`src/rtl/alu_ctrl_seq_if.sv`:
```
// Handshake bundle between instruction decode and the ALU-control sequencer.
// master = decode/ALU side, slave = alu_ctrl_seq.
interface alu_ctrl_seq_if #(
  parameter int unsigned ALUOP_W = 4
);
  logic               in_valid;
  logic               in_ready;
  logic [5:0]         op;
  logic [5:0]         funct;
  logic               out_valid;
  logic               out_ready;
  logic [ALUOP_W-1:0] alu_op;
  logic               illegal;
  logic               is_md;
  logic               md_busy;

  modport master (
    output in_valid, op, funct, out_ready,
    input  in_ready, out_valid, alu_op, illegal, is_md, md_busy
  );

  modport slave (
    input  in_valid, op, funct, out_ready,
    output in_ready, out_valid, alu_op, illegal, is_md, md_busy
  );
endinterface

```
`src/rtl/alu_ctrl_seq.sv`:
```
// Registered MIPS ALU-control decoder with valid/ready handshakes and optional
// multi-cycle mult/div sequencing, enabled by defining ALUCTRL_MDU_EN.
module alu_ctrl_seq #(
  parameter int unsigned ALUOP_W = 4,
  parameter int unsigned MD_LAT  = 4
) (
  input logic           clk,
  input logic           rst,
  alu_ctrl_seq_if.slave bus
);

  localparam logic [1:0] IDLE = 2'd0;
  localparam logic [1:0] FULL = 2'd2;
`ifdef ALUCTRL_MDU_EN
  localparam logic [1:0] BUSY = 2'd1;
`endif

  logic [1:0] state;
  logic [3:0] op_q;
  logic       ill_q;
  logic [3:0] dec_op;
  logic       dec_ill;
  logic       dec_md;
  logic       acc;

  always_comb begin
    dec_op  = 4'd0;
    dec_ill = 1'b0;
    dec_md  = 1'b0;
    case (bus.op)
      6'h00: begin
        case (bus.funct)
          6'h00: dec_op = 4'd0;
          6'h03: dec_op = 4'd1;
          6'h02: dec_op = 4'd2;
`ifdef ALUCTRL_MDU_EN
          6'h18: begin dec_op = 4'd3; dec_md = 1'b1; end
          6'h1A: begin dec_op = 4'd4; dec_md = 1'b1; end
`endif
          6'h20, 6'h21, 6'h08, 6'h0C: dec_op = 4'd5;
          6'h22, 6'h23: dec_op = 4'd6;
          6'h24: dec_op = 4'd7;
          6'h25: dec_op = 4'd8;
          6'h26: dec_op = 4'd9;
          6'h27: dec_op = 4'd10;
          6'h2A: dec_op = 4'd11;
          6'h2B: dec_op = 4'd12;
          default: dec_ill = 1'b1;
        endcase
      end
      6'h02, 6'h03, 6'h04, 6'h05, 6'h08, 6'h09, 6'h10, 6'h23, 6'h2B: dec_op = 4'd5;
      6'h0C: dec_op = 4'd7;
      6'h0D: dec_op = 4'd8;
      6'h0E: dec_op = 4'd9;
      6'h0A: dec_op = 4'd11;
      6'h0B: dec_op = 4'd12;
      default: dec_ill = 1'b1;
    endcase
  end

  // in_ready is forced low during reset so nothing is accepted on a reset edge.
  assign bus.in_ready  = !rst && ((state == IDLE) || ((state == FULL) && bus.out_ready));
  assign acc           = bus.in_valid && bus.in_ready;
  assign bus.out_valid = (state == FULL);
  assign bus.illegal   = ill_q;

  always_comb begin
    bus.alu_op      = '0;
    bus.alu_op[3:0] = op_q;
  end

`ifdef ALUCTRL_MDU_EN
  logic [7:0] cnt;

  assign bus.md_busy = (state == BUSY);
  assign bus.is_md   = (op_q == 4'd3) || (op_q == 4'd4);

  always_ff @(posedge clk) begin
    if (rst) begin
      state <= IDLE;
      cnt   <= '0;
      op_q  <= '0;
      ill_q <= 1'b0;
    end else begin
      case (state)
        IDLE, FULL: begin
          if (acc) begin
            op_q  <= dec_op;
            ill_q <= dec_ill;
            state <= dec_md ? BUSY : FULL;
            if (dec_md) cnt <= 8'(MD_LAT - 1);
          end else if ((state == FULL) && bus.out_ready) begin
            state <= IDLE;
          end
        end
        BUSY: begin
          if (cnt != 8'd0) cnt <= cnt - 8'd1;
          else             state <= FULL;
        end
        default: state <= IDLE;
      endcase
    end
  end
`else
  assign bus.md_busy = 1'b0;
  assign bus.is_md   = 1'b0;

  always_ff @(posedge clk) begin
    if (rst) begin
      state <= IDLE;
      op_q  <= '0;
      ill_q <= 1'b0;
    end else begin
      if (acc) begin
        op_q  <= dec_op;
        ill_q <= dec_ill;
        state <= FULL;
      end else if ((state == FULL) && bus.out_ready) begin
        state <= IDLE;
      end
    end
  end

  logic unused_dec_md;
  assign unused_dec_md = dec_md;
`endif

endmodule

```
`src/flat_wrapper.sv`:
```
// flat-port wrapper written by rule: the top's interface ports become plain ports
module alu_ctrl_seq_flat 
#(
  parameter int unsigned ALUOP_W = 4,
  parameter int unsigned MD_LAT  = 4
)
  (clk, rst, bus_in_valid, bus_op, bus_funct, bus_out_ready, bus_in_ready, bus_out_valid, bus_alu_op, bus_illegal, bus_is_md, bus_md_busy);
  alu_ctrl_seq_if #(.ALUOP_W(ALUOP_W)) bus_i ();
  input logic clk;
  input logic rst;
  input wire logic [$bits(bus_i.in_valid)-1:0] bus_in_valid;
  input wire logic [$bits(bus_i.op)-1:0] bus_op;
  input wire logic [$bits(bus_i.funct)-1:0] bus_funct;
  input wire logic [$bits(bus_i.out_ready)-1:0] bus_out_ready;
  output wire logic [$bits(bus_i.in_ready)-1:0] bus_in_ready;
  output wire logic [$bits(bus_i.out_valid)-1:0] bus_out_valid;
  output wire logic [$bits(bus_i.alu_op)-1:0] bus_alu_op;
  output wire logic [$bits(bus_i.illegal)-1:0] bus_illegal;
  output wire logic [$bits(bus_i.is_md)-1:0] bus_is_md;
  output wire logic [$bits(bus_i.md_busy)-1:0] bus_md_busy;
  assign bus_i.in_valid = bus_in_valid;
  assign bus_i.op = bus_op;
  assign bus_i.funct = bus_funct;
  assign bus_i.out_ready = bus_out_ready;
  assign bus_in_ready = bus_i.in_ready;
  assign bus_out_valid = bus_i.out_valid;
  assign bus_alu_op = bus_i.alu_op;
  assign bus_illegal = bus_i.illegal;
  assign bus_is_md = bus_i.is_md;
  assign bus_md_busy = bus_i.md_busy;
  alu_ctrl_seq #(.ALUOP_W(ALUOP_W), .MD_LAT(MD_LAT)) u_core (.clk(clk), .rst(rst), .bus(bus_i));
endmodule
```
`config.mk`:
```
export PLATFORM = sky130hd
export DESIGN_NAME = alu_ctrl_seq_flat
export DESIGN_NICKNAME = d
export VERILOG_FILES = /design/src/rtl/alu_ctrl_seq_if.sv /design/src/rtl/alu_ctrl_seq.sv /design/src/flat_wrapper.sv
export SDC_FILE = /design/constraint.sdc
export NUM_CORES = 1
export LEC_CHECK = 0
export ABC_AREA = 0
export CELL_PAD_IN_SITES_DETAIL_PLACEMENT = 0
export CELL_PAD_IN_SITES_GLOBAL_PLACEMENT = 2
export CORE_ASPECT_RATIO = 0.6
export CORE_UTILIZATION = 25
export CTS_BUF_LIST = sky130_fd_sc_hd__clkbuf_8
export DETAILED_ROUTE_END_ITERATION = 16
export PLACE_DENSITY = 0.94
export SYNTH_ARGS = -nofsm -noshare
export SYNTH_HDL_FRONTEND = slang
export SYNTH_SLANG_ARGS = --single-unit
```
`constraint.sdc`:
```
create_clock -name clk -period 4.25 [get_ports clk]
set_clock_uncertainty 0.1 [all_clocks]
set_input_delay 0.6375 -clock clk [delete_from_list [all_inputs] [get_ports clk]]
set_output_delay 0.6375 -clock clk [all_outputs]
set_load 0.005 [all_outputs]
```
==> results of run 1 <==
-- registers in the layout (all words and copies together) (netlist names) --
name	flops
u_core.bus.alu_op	4
u_core.bus.illegal	1
u_core.state	1
-- metal layers --
layer | share of wire | wire [µm]
met1 | 0.55 | 855
met2 | 0.38 | 594
met3 | 0.068 | 106
met4 | 0 | 0
met5 | 0 | 0
-- cell type report --
cell class	count	share of cell area
inverter	1	0.00424
clock buffer	3	0.0466
tap	30	0.0424
timing repair buffer	22	0.249
multi-input combinational	72	0.523
sequential	6	0.136
-- worst max-delay path: stages --
cell and delay (ns):
clkdlybuf4s50_1 0.58, or4_4 0.63, or4_4 0.43, or3_1 0.35
o2111ai_1 0.11, a22o_1 0.15
-- stage by stage --
stage	hold slack (ns)	power [µW]	util
floorplan	0.367	97.8	-
global placement	0.367	120	0.368
detailed placement	0.369	121	0.368
CTS	0.377	206	0.386
global route	0.401	217	0.386
finish	0.371	204	0.386
-- worst paths after layout --
path / startpoint / endpoint / slack, ns / cells after the start
worst max-delay path: bus_op[1] / u_core.bus.alu_op[0] / 1.43 / 6
worst min-delay path: u_core.bus.illegal / u_core.bus.illegal / 0.37 / 2
worst max register to register: u_core.state[1] / u_core.bus.illegal / 2.91 / 5
worst min register to register: u_core.bus.illegal / u_core.bus.illegal / 0.37 / 2
-- kinds of logic after synthesis --
| family | synth area share |
|---|---|
| xor+xnor | 0.0684 |
| buf+inv | 0.0957 |
| compound gates | 0.311 |
| simple gates | 0.332 |
| flops | 0.188 |
| other cells | 0.00585 |
-- cell usage after synthesis (2+ instances only) --
cell	n	share of area
nand2b_1	3	0.029
o21ai_0	4	0.031
nor2b_1	3	0.029
a211oi_1	2	0.023
xor2_1	2	0.027
buf_4	2	0.023
or4_4	2	0.035
a22o_1	4	0.055
clkbuf_1	6	0.035
nand2_1	5	0.029
xnor2_1	3	0.041
dfxtp_1	6	0.19
nor2_1	9	0.053
a21oi_1	6	0.047
or3_1	2	0.020
nand3b_1	3	0.035
nor3_1	3	0.023
nand3_1	2	0.016
-- power groups by stage --
stage                     registers [µW]  logic (µW)  clock network (µW)
after floorplan                     60.8        37.0                   0
after global placement              60.5        59.9                   0
after detailed placement            60.7        60.4                   0
after CTS                           59.8        60.8                85.1
after global routing                60.1        67.0                89.8
final                               59.8        60.6                83.7
==> reports/metrics.cfg, run 1 <==
[grt]
antenna_found_initial = 0
globalRouteTotalUtil = 0.120
first_global_vias = 518
grtUsageMet2 = 0.173
use_met3 = 0.0417
grt_pass1_wl_um = 2330
grt_max_degree = 11
grt_use_met1 = 0.167
grt-busiest-layer = met2
grt_overflow = 0

[pwr]
p_sw_uw = 52.4
pwr-share-clk = 0.410
ir_worst_vdd_v = 0.0000801
p_comb_frac = 0.297
intPower_uw = 152
switching_share = 0.257
cellLeakagePower_uw = 0.000312
power_density_nw_per_um2 = 230
power.share.sequential = 0.293

[detailed_routing]
drt_first_iter_violations = 16
drt_pass1_iterations = 4
vias = 667
wl_per_cell_um = 11.6
drc_errors = 0
wl_um = 1560
drt.antenna.violating_nets = 0
via_per_inst = 4.98

[worst_setup_path]
worstSetupPathType = in2reg
cp.arrival_ns = 2.88
setup.worst_path.start_class = input port
critPathCaptureType = register
required_ns = 4.31
crit_fanout = 9

[run]
drv_cap = 0

[placed_design]
dp_hpwl_um = 1240
placedCellCount = 131
post-place-ws_ns = 1.21
gp_congestion = 0.762
placed_cell_area_um2 = 845
port_buffers = 22

[finish]
register_area_um2 = 120
multi_input_area_um2 = 463
drive_gt1_frac = 0.0577
design_area_um2 = 886
stdcell_count = 134
final_cell_mix = clkdlybuf4s50_1 (22), nor2_1 (9), a21oi_1 (6), dfxtp_1 (6), nand2_1 (5)
layout_commonest_cell = clkdlybuf4s50_1
nNetsFinal = 122
fillCellCount = 242
areaGrowthSynthToFinish_pct = 38.3
n_antenna_cell = 0

[synthesis]
synth.distinct_cells = 40
synth-main-ff-cell = dfxtp_1
ys_seq_elements = 6
syn_inst = 89
async_flop_share = 0
avgSynthCellArea_um2 = 7.20
netlist_area_um2 = 641
synth_seq_area_share = 0.188
synth_edf_count = 0
synth_warnings = 0

[die]
row_count = 13
dieWidth_um = 67.4
start_util = 0.279
fp.dieH_um = 41.2
ios = 25
dieArea_um2 = 2780
core-area_um2 = 2290

[timing]
rsz0062_at_grt = false
finalCritPeriodShare = 0.662
fmax_ghz = 0.355
setup_violations = 0
fin_tns_setup_ns = 0
setup_slack_ns = 1.43
timing_hold_violations_final = 0
slew_violations = 0
fin_crit_ns = 2.82

[cts]
path_clk_slew_ns = 0.04
ctsHtreeMaxLevel = 1
clock_latency_ns = 0.22
clkSinkCount = 6
cts_setup_buffers = 0
root_buffer = clkbuf_8
postCtsHoldBufs = 0
cts_tree = done
cts_resized = 0
numCtsBuffers = 3
cts_max_path_buffers = 2

[run_status]
status = complete, no violations

[min_path]
min_path_type = reg2reg

No activity file was read; power rests on OpenSTA's default activity.
==> run 2, diff against run 1 <==
CORE_UTILIZATION = 23   (was 25)
PLACE_DENSITY = 0.88   (was 0.94)
clock period = 2.9 ns   (was 4.25 ns; I/O delays follow)
==> run 2 against run 1 <==
Effect of this change:
- utilization shrank 2.7 points
- via count increased by 6.0%
- critical endpoint unchanged
- largest cell class unchanged
- wire length increased by 2.8%
- power grew 49%
- highest routed layer is now met4
==> reports/metrics.cfg, run 2 (synthesis gave the netlist of run 1 again) <==
[die]
row_count = 14
dieArea_um2 = 3010
dieWidth_um = 70.1
start_util = 0.249
ios = 25
fp.dieH_um = 42.9
core-area_um2 = 2570

[cts]
numCtsBuffers = 3
clock_latency_ns = 0.22
postCtsHoldBufs = 0
cts_setup_buffers = 0
path_clk_slew_ns = 0.04
root_buffer = clkbuf_8
cts_max_path_buffers = 2
cts_resized = 0
cts_tree = done
ctsHtreeMaxLevel = 1
clkSinkCount = 6

[pwr]
intPower_uw = 227
switching_share = 0.256
p_comb_frac = 0.310
cellLeakagePower_uw = 0.000336
pwr-share-clk = 0.403
ir_worst_vdd_v = 0.0000837
power_density_nw_per_um2 = 329
p_sw_uw = 78.2
power.share.sequential = 0.287

[finish]
drive_gt1_frac = 0.101
largest_reg_flops = 4
areaGrowthSynthToFinish_pct = 44.5
n_antenna_cell = 0
stdcell_count = 141
design_area_um2 = 926
final_cell_mix = clkdlybuf4s50_1 (22), nor2_1 (9), a21oi_1 (6), dfxtp_1 (6)
fillCellCount = 268
layout_commonest_cell = clkdlybuf4s50_1
nNetsFinal = 127
multi_input_area_um2 = 463
register_area_um2 = 120

[timing]
fin_tns_setup_ns = 0
finalCritPeriodShare = 0.855
slew_violations = 0
fin_crit_ns = 2.48
hold_slack_ns = 0.383
fmax_ghz = 0.403
setup_violations = 0
rsz0062_at_grt = false
timing_hold_violations_final = 0

[worst_setup_path]
required_ns = 2.96
cp.arrival_ns = 2.54
worstSetupPathType = in2reg
critPathCaptureType = register
rrSetupSlack_ns = 1.56
setup.worst_path.start_class = input port
crit_fanout = 6

[grt]
first_global_vias = 567
antenna_found_initial = 0
grt_overflow = 0
grt_max_degree = 11
grt_pass1_wl_um = 2650
globalRouteTotalUtil = 0.113

[min_path]
min_path_type = reg2reg

[detailed_routing]
vias = 707
drt_first_iter_violations = 21
wl_um = 1600
drc_errors = 0
drt_pass1_iterations = 4
wl_per_cell_um = 11.3
drt.antenna.violating_nets = 0
via_per_inst = 5.01

[placed_design]
port_buffers = 22
placedCellCount = 138
placed_cell_area_um2 = 885
gp_congestion = 0.749
dp_hpwl_um = 1280

[run]
drv_cap = 0

[run_status]
status = complete, no violations

run 2: cell types whose count changed in the layout (fill, tap and decap cells not counted):
cell	previous run	this run
buf_4	0	5
run 2: metrics by stage:
stage / utilization / power, µW / setup slack [ns]
final: 0.360 / 305 / 0.419
after global routing: 0.360 / 319 / 0.307
after CTS: 0.360 / 309 / 0.424
after detailed placement: 0.344 / 183 / 0.202
after floorplan: - / 143 / 0.664
after global placement: 0.344 / 183 / 0.217
run 2: worst max-delay path, cell delays in order:
cell and delay (ns):
clkdlybuf4s50_1 0.51, or4_4 0.57, or4_4 0.43, or3_1 0.35, o2111ai_1 0.09, a22o_1 0.14
run 2: area by class of cell:
type                       count  area share
clock buffer                   3      0.0446
inverter                       1     0.00405
multi-input combinational     72       0.500
sequential                     6       0.130
tap                           32      0.0432
timing repair buffer          27       0.278
run 2: final timing paths:
kind                   startpoint                    to  cells past startpoint
min          u_core.bus.alu_op[2]  u_core.bus.alu_op[2]                      1
max reg2reg       u_core.state[1]    u_core.bus.illegal                      5
min reg2reg  u_core.bus.alu_op[2]  u_core.bus.alu_op[2]                      1
max                     bus_op[0]  u_core.bus.alu_op[0]                      6
run 2: power by group through the flow:
stage	combinational (µW)	sequential [µW]	clock (µW)
global placement	93.8	88.8	0
detailed placement	93.8	88.8	0
floorplan	54.2	89.2	0
finish	94.6	87.6	123
global route	104	87.9	128
CTS	94.3	87.6	127
run 2: routing by layer:
layer	vias to the layer above	share of wire	track usage
li1	368	-	-
met1	308	0.57	0.172
met2	29	0.35	0.152
met3	2	0.075	0.0285
met4	0	0.0025	0.0360
met5	-	0	0
==> run 3, diff against run 2 <==
ABC_CLOCK_PERIOD_IN_PS = 2900   (was unset)
==> results of run 3 <==
No change in the layout: final DEF, timing and power equal those of run 2.
